File: src/rtl/hazard_control_unit.sv
// rtl/hazard_control_unit.sv - pipeline stall/flush controller with halt drain and perf counters
module hazard_control_unit #(
    parameter int CNT_W = 16
) (
    input  logic             CLK,
    input  logic             nRST,
    input  logic             ihit,
    input  logic             dhit,
    input  logic             de_mem_read,
    input  logic             de_reg_write,
    input  logic [4:0]       de_wsel,
    input  logic [4:0]       dec_rsel1,
    input  logic [4:0]       dec_rsel2,
    input  logic             dec_use1,
    input  logic             dec_use2,
    input  logic             ex_redirect,
    input  logic             xm_mem_req,
    input  logic             xm_halt,
    output logic             fd_stall,
    output logic             fd_flush,
    output logic             de_stall,
    output logic             de_flush,
    output logic             xm_stall,
    output logic             xm_flush,
    output logic             pc_en,
    output logic             halted,
    output logic [CNT_W-1:0] lu_count,
    output logic [CNT_W-1:0] redir_count,
    output logic [CNT_W-1:0] dwait_count
);

    typedef enum logic [1:0] {RUN, DRAIN, HALTED} state_e;

    localparam logic [CNT_W-1:0] CNT_ONE = {{(CNT_W-1){1'b0}}, 1'b1};

    state_e state_q, state_d, cur_state;
    logic [CNT_W-1:0] lu_q, redir_q, dwait_q;
    logic mem_wait, load_use;
    logic rule_wait, rule_redir, rule_lu, count_en;

    assign mem_wait = xm_mem_req & ~dhit;
    assign load_use = de_mem_read & de_reg_write & (de_wsel != 5'd0) &
                      ((dec_use1 & (dec_rsel1 == de_wsel)) |
                       (dec_use2 & (dec_rsel2 == de_wsel)));

    // While reset is asserted the controls behave as in RUN, whatever the stored state.
    assign cur_state  = nRST ? state_q : RUN;
    assign count_en   = (cur_state != HALTED);
    assign rule_wait  = mem_wait;
    assign rule_redir = ~mem_wait & ex_redirect;
    assign rule_lu    = ~mem_wait & ~ex_redirect & load_use;

    always_ff @(posedge CLK) begin
        if (!nRST) begin
            state_q <= RUN;
        end else begin
            state_q <= state_d;
        end
    end

    always_comb begin
        state_d = state_q;
        case (state_q)
            RUN:     if (xm_halt)   state_d = DRAIN;
            DRAIN:   if (!mem_wait) state_d = HALTED;
            HALTED:  state_d = HALTED;
            default: state_d = RUN;
        endcase
    end

    always_comb begin
        fd_stall = 1'b0;
        fd_flush = 1'b0;
        de_stall = 1'b0;
        de_flush = 1'b0;
        xm_stall = 1'b0;
        xm_flush = 1'b0;
        pc_en    = 1'b0;
        if (cur_state == HALTED) begin
            fd_stall = 1'b1;
            de_stall = 1'b1;
            xm_stall = 1'b1;
        end else begin
            if (rule_wait) begin
                fd_stall = 1'b1;
                de_stall = 1'b1;
                xm_stall = 1'b1;
            end else if (rule_redir) begin
                fd_flush = 1'b1;
                de_flush = 1'b1;
                pc_en    = 1'b1;
            end else if (rule_lu) begin
                fd_stall = 1'b1;
                de_flush = 1'b1;
            end else if (!ihit) begin
                fd_flush = 1'b1;
            end else begin
                pc_en    = 1'b1;
            end
            // Draining: stop fetching and keep bubbles flowing into decode.
            if (cur_state == DRAIN) begin
                pc_en    = 1'b0;
                fd_flush = 1'b1;
            end
        end
    end

    always_ff @(posedge CLK) begin
        if (!nRST) begin
            lu_q    <= '0;
            redir_q <= '0;
            dwait_q <= '0;
        end else if (count_en) begin
            if (rule_lu && lu_q != '1)       lu_q    <= lu_q + CNT_ONE;
            if (rule_redir && redir_q != '1) redir_q <= redir_q + CNT_ONE;
            if (rule_wait && dwait_q != '1)  dwait_q <= dwait_q + CNT_ONE;
        end
    end

    assign halted      = (state_q == HALTED);
    assign lu_count    = lu_q;
    assign redir_count = redir_q;
    assign dwait_count = dwait_q;

endmodule
File: config.mk
export PLATFORM = sky130hd
export DESIGN_NAME = hazard_control_unit
export DESIGN_NICKNAME = d
export VERILOG_FILES = /design/src/rtl/hazard_control_unit.sv
export SDC_FILE = /design/constraint.sdc
export NUM_CORES = 1
export LEC_CHECK = 0
export ABC_AREA = 1
export CELL_PAD_IN_SITES_DETAIL_PLACEMENT = 1
export CELL_PAD_IN_SITES_GLOBAL_PLACEMENT = 1
export CORE_MARGIN = 1
export CORE_UTILIZATION = 30
export CTS_CLUSTER_SIZE = 16
export DETAILED_ROUTE_END_ITERATION = 10
export PLACE_DENSITY = 0.78
export SYNTH_ARGS = -nofsm -noshare
export SYNTH_HDL_FRONTEND = slang
export SYNTH_SLANG_ARGS = --single-unit
File: constraint.sdc
create_clock -name CLK -period 1.55 [get_ports CLK]
set_input_delay 0.31 -clock CLK [delete_from_list [all_inputs] [get_ports CLK]]
set_output_delay 0.31 -clock CLK [all_outputs]
set_load 0.05 [all_outputs]
==> After elaboration in Yosys (flattened, before gate mapping) <==
Cells that the tools add are included.
{ "totals": {"reg_bits": 50, "inputBits": 26, "output_inout_bits": 56} }
{ "op_classes": {"add_sub_neg": 3, "eq_ne": 12, "mux": 25, "n_bitwise": 13, "n_reduce_logical": 9} }
{ "op_table": {"columns": ["cell", "n"], "rows": [
  ["adder 16 x 1 -> 16 bit, second input constant", 3],
  ["!= test 16 bit, second input constant", 3],
  ["2-to-1 mux 1 bit", 21],
  ["equality test 5 bit", 2],
  ["bitwise AND 1 bit", 9],
  ["AND reduction 2 bit", 4],
  ["2-to-1 mux 2 bit", 3],
  ["!= test 2 bit, second input constant", 3],
  ["case mux 2 bit (3 select lines)", 1],
  ["nonzero test 5 bit", 1],
  ["equality test 2 x 1 -> 1 bit, second input constant", 2],
  ["equality test 2 bit, second input constant", 2],
  ["logical AND 1 bit", 3],
  ["NOT 1 bit", 3],
  ["zero test 2 bit", 1],
  ["bitwise OR 1 bit", 1]
]} }

==> Logic depth before layout (Yosys ltp) <==
{ "depth": {"depth_word": 10, "depth_mapped": 12} }

==> Worst setup path after synthesis <==
Ideal clock, no wire load.
{ "synth_timing": {"kind": "flip-flop to flip-flop", "startpoint": "register lu_q[0] (netlist: lu_count[0])", "endpoint": "register lu_q[10] (netlist: lu_count[10])", "setup_ps": 117, "t_arrival_ps": 1969, "slack_ps": -536, "path_stages_with_launch": 10, "n_path_buf": 1, "synth_period_minus_slack_ps": 2086, "cell_sequence": "dfxtp_1 -> ha_1 -> nand3_2 -> nor2_2 -> nand4_1 -> nor3_2 -> nor2_4 -> buf_6 -> a21oi_1 -> nor2_1"} }
{ "synth_via": {"elab_chain_len": 3, "elab_cells_between_ends": 4} }
{ "synth_rtl": {"columns": ["item", "line", "source"], "rows": [
  ["start, declared", "37", "logic [CNT_W-1:0] lu_q, redir_q, dwait_q;"],
  ["start signal, assigned", "114", "if (rule_lu && lu_q != '1) lu_q <= lu_q + CNT_ONE;"],
  ["parallel branches: the longest is 3 deep, another holds adder 16 x 1 -> 16 bit", null, null]
]} }
Several ways; the timed one is not identified.
A chain may end at the register's enable or synchronous reset.

==> Final worst setup path <==
{ "layout_timing": {"startpoint": "register lu_q[0] (netlist: lu_count[0])", "endpoint": "register lu_q[12] (netlist: lu_count[12])"} }
The elaborated chain is that of the path after synthesis.

==> impl_metrics.py <==
metrics = {
    "logic_synthesis": {
        "synthTopCellsByArea": "dfxtp_1 (33%), nand2_1 (16%), nor2_1 (9.8%)",
        "yosysSeqAreaShare_pct": 33.4,
        "avgSynthCellArea_um2": 6.28,
        "yosysTopAreaCell": "dfxtp_1",
        "ys_warn_count": 0,
        "synth_area_um2": 3000,
        "ys_async_sr_fraction_pct": 0,
        "synth_cells": 477,
        "ys_types": 32,
        "yosys_most_used_dff": "dfxtp_1",
        "ys_ff_latch": 50,
        "synth-edff-count": 0,
        "syn-num-nets": 509,
        "synth_top_area_share_pct": 33.4,
    },
    "worst_hold_path": {
        "hold_start": "dhit",
        "hold_class": "input pin to flop",
    },
    "final_layout": {
        "multiInputGateArea_um2": 2650,
        "area.sequential_um2": 1080,
        "fin_cells": 809,
        "fin_nets": 706,
        "layout_common_cells": "buf_4 (94), nand2_1 (76), buf_12 (60)",
        "layout_commonest_cell": "buf_4",
        "drive_gt1_share_pct": 64.6,
        "syn_to_final_growth_pct": 124,
        "fillCellCount": 1067,
    },
    "global_routing": {
        "use_met3_pct": 5.06,
        "met1_usage_pct": 31.0,
        "grt_busiest_layer": "met2",
        "grt_util_met2_pct": 62.5,
        "overflow": 0,
        "grt_pass1_wl_um": 24500,
        "grt_start_max_net_pins": 33,
        "grt_usage_pct": 31.2,
        "antenna_found_initial": 1,
        "grt_pass1_vias": 4722,
    },
    "die": {
        "core_um2": 9730,
        "start_util_pct": 30.8,
        "die_x_um": 102,
        "ioPinCount": 82,
        "die_h_um": 102,
        "rows": 36,
        "dieArea_um2": 10400,
    },
    "sta": {
        "finalClockSkew_ns": 0.0110,
        "maxSlewViolCount": 0,
        "rsz0062_at_grt": "true",
        "setup-violations-final": 56,
        "final.setup.worst_slack_ns": -0.359,
        "fin_tns_setup_ns": -11.19,
        "hold_violations": 0,
        "clock.fmax_ghz": 0.524,
        "post-route-min-period_ns": 1.91,
        "post-route-period-util_pct": 123,
    },
    "worst_setup_path": {
        "worst_path_max_delay_cell": "dfxtp_4",
        "critical_path_class": "flop to flop",
        "critPathRequiredTime_ns": 1.79,
        "timing.rr.end": "lu_count[12]",
        "cpPeakStageDelay_ns": 0.38,
        "reg2reg_from": "lu_count[0]",
        "cp_common_cell": "nor2_4",
        "r2r_slack_ns": -0.36,
        "endpoint": "lu_count[12]",
        "path_cells": "ha_4 > nand3_4 > nor2_4 > nand4_1 > nor3_2 > buf_4 > nor2_4 > buf_12 > nand3_2 > nand2_1 > nor2_1",
        "arrival_ns": 2.15,
        "critical_path.endpoint_type": "flop",
        "cp_max_fo": 12,
        "critPathLaunch": "lu_count[0]",
        "timing.reg2reg.worst_path_depth": 11,
        "start_kind": "flop",
    },
    "routing": {
        "drc": 0,
        "post_drt_via_cell_ratio": 5.61,
        "totalWireLength_um": 20900,
        "vias": 4542,
        "wire_per_inst_um": 25.9,
        "ant_nets": 0,
        "drt_iter0_markers": 203,
        "dr.pass1.iters": 4,
    },
    "clock_tree": {
        "cts_made_buffers": 5,
        "htreeDepth": 2,
        "cts_tree": "done",
        "clock-sinks": 50,
        "clkLatencyLatePin_ns": 0.33,
        "root_buffer": "clkbuf_8",
        "clk_pin_slew_ns": 0.12,
        "ctsLongestPathBuffers": 2,
    },
    "placement": {
        "gp_congestion": 0.882,
        "numPortBuffers": 80,
        "dpl.hpwl_um": 9360,
        "placed_cells": 763,
        "dpl_worst_slack_ns": -0.672,
    },
    "status": {
        "status": "complete, but fails checks",
        "failed_checks": "setup timing",
    },
    "power_and_ir_drop": {
        "ir_drop_mv": 0.394,
        "p_leak_uw": 0.00285,
        "powerDensity_nw_per_um2": 633,
    },
    "job": {
        "max_cap_violations": 0,
    },
}
## cells by family after synthesis
| group | count (synthesis) | share of synthesized area, % |
|---|---|---|
| xor+xnor | 18 | 5.26 |
| fa+ha+maj | 6 | 2.51 |
| buf+inv | 69 | 9.61 |
| flops | 50 | 33.4 |
| other cells | 1 | 0.125 |
| simple gates | 281 | 40.3 |
| compound gates | 52 | 8.81 |
## how the worst min path moves through the flow
stage	endpoint	slack (ns)	cells after the start
final	state_q[0]	0.49	4
after global routing	state_q[0]	0.46	4
after global placement	redir_count[2]	0.48	2
after detailed placement	redir_count[14]	0.50	2
after floorplan	state_q[1]	0.54	2
after CTS	state_q[0]	0.47	4
## worst max-delay path, delay by kind of cell (launching register included)
family | cells | cell delay [ns]
and+or+nand+nor | 8 | 1.00
DFF | 1 | 0.38
buffers and inverters | 2 | 0.30
adders and majority gates | 1 | 0.15
## metal layers
| metal | share of wire [%] | wire [µm] |
|---|---|---|
| met1 | 34 | 7120 |
| met2 | 54 | 11200 |
| met3 | 4.4 | 927 |
| met4 | 8.0 | 1680 |
| met5 | 0 | 0 |
## report_power, final
part | total [µW] | internal (µW) | switching [µW]
Clock | 1060 | 495 | 563
Combinational | 1810 | 790 | 1020
Sequential | 1380 | 1320 | 56.6
Total | 4240 | 2610 | 1640
## timing repair
item / 4_1_cts / 5_1_grt
buffers inserted: 16 / 22
pin swaps: 62 / 42
resized for setup: 233 / 117
endpoints found under the setup margin: 54 / 55
hold buffers: 0 / 0
cloned: 4 / 0
## layout make-up
type	count	share of cell area [%]
Timing Repair inverter	1	0.112
Clock buffer	5	1.03
Timing Repair Buffer	201	36.2
Multi-Input combinational cell	359	39.5
Inverter	56	3.72
Tap cell	133	2.48
Clock inverter	3	0.709
Sequential cell	50	16.2
Antenna cell	1	0.0373
## through the flow
step           hold WS [ns]  cell area (µm²)  power (µW)  util [%]
5_1_grt               0.465             6700        4340      68.9
6_report              0.486             6700        4240      68.9
3_5_place_dp          0.497             5330        2560      54.7
4_1_cts               0.471             6090        3850      62.6
3_3_place_gp          0.476             5330        2510      54.7
2_1_floorplan         0.539             3260        2020         -
## cell usage after synthesis, types with 3 or more instances
library cell	count
dfxtp_1	50
nand3_1	39
buf_2	5
a21oi_1	36
ha_1	6
nand4_1	7
o21ai_0	11
o21ai_1	3
nand2_1	129
xnor2_1	5
nor2_1	78
nor3_1	13
inv_1	44
nand3_2	3
inv_2	11
nor3_2	3
xor2_1	13
## registers in the layout (all words and copies together) (netlist names)
name         flops
lu_count        16
dwait_count     16
redir_count     16
state_q          2
Power figures use the tool's default switching activity.
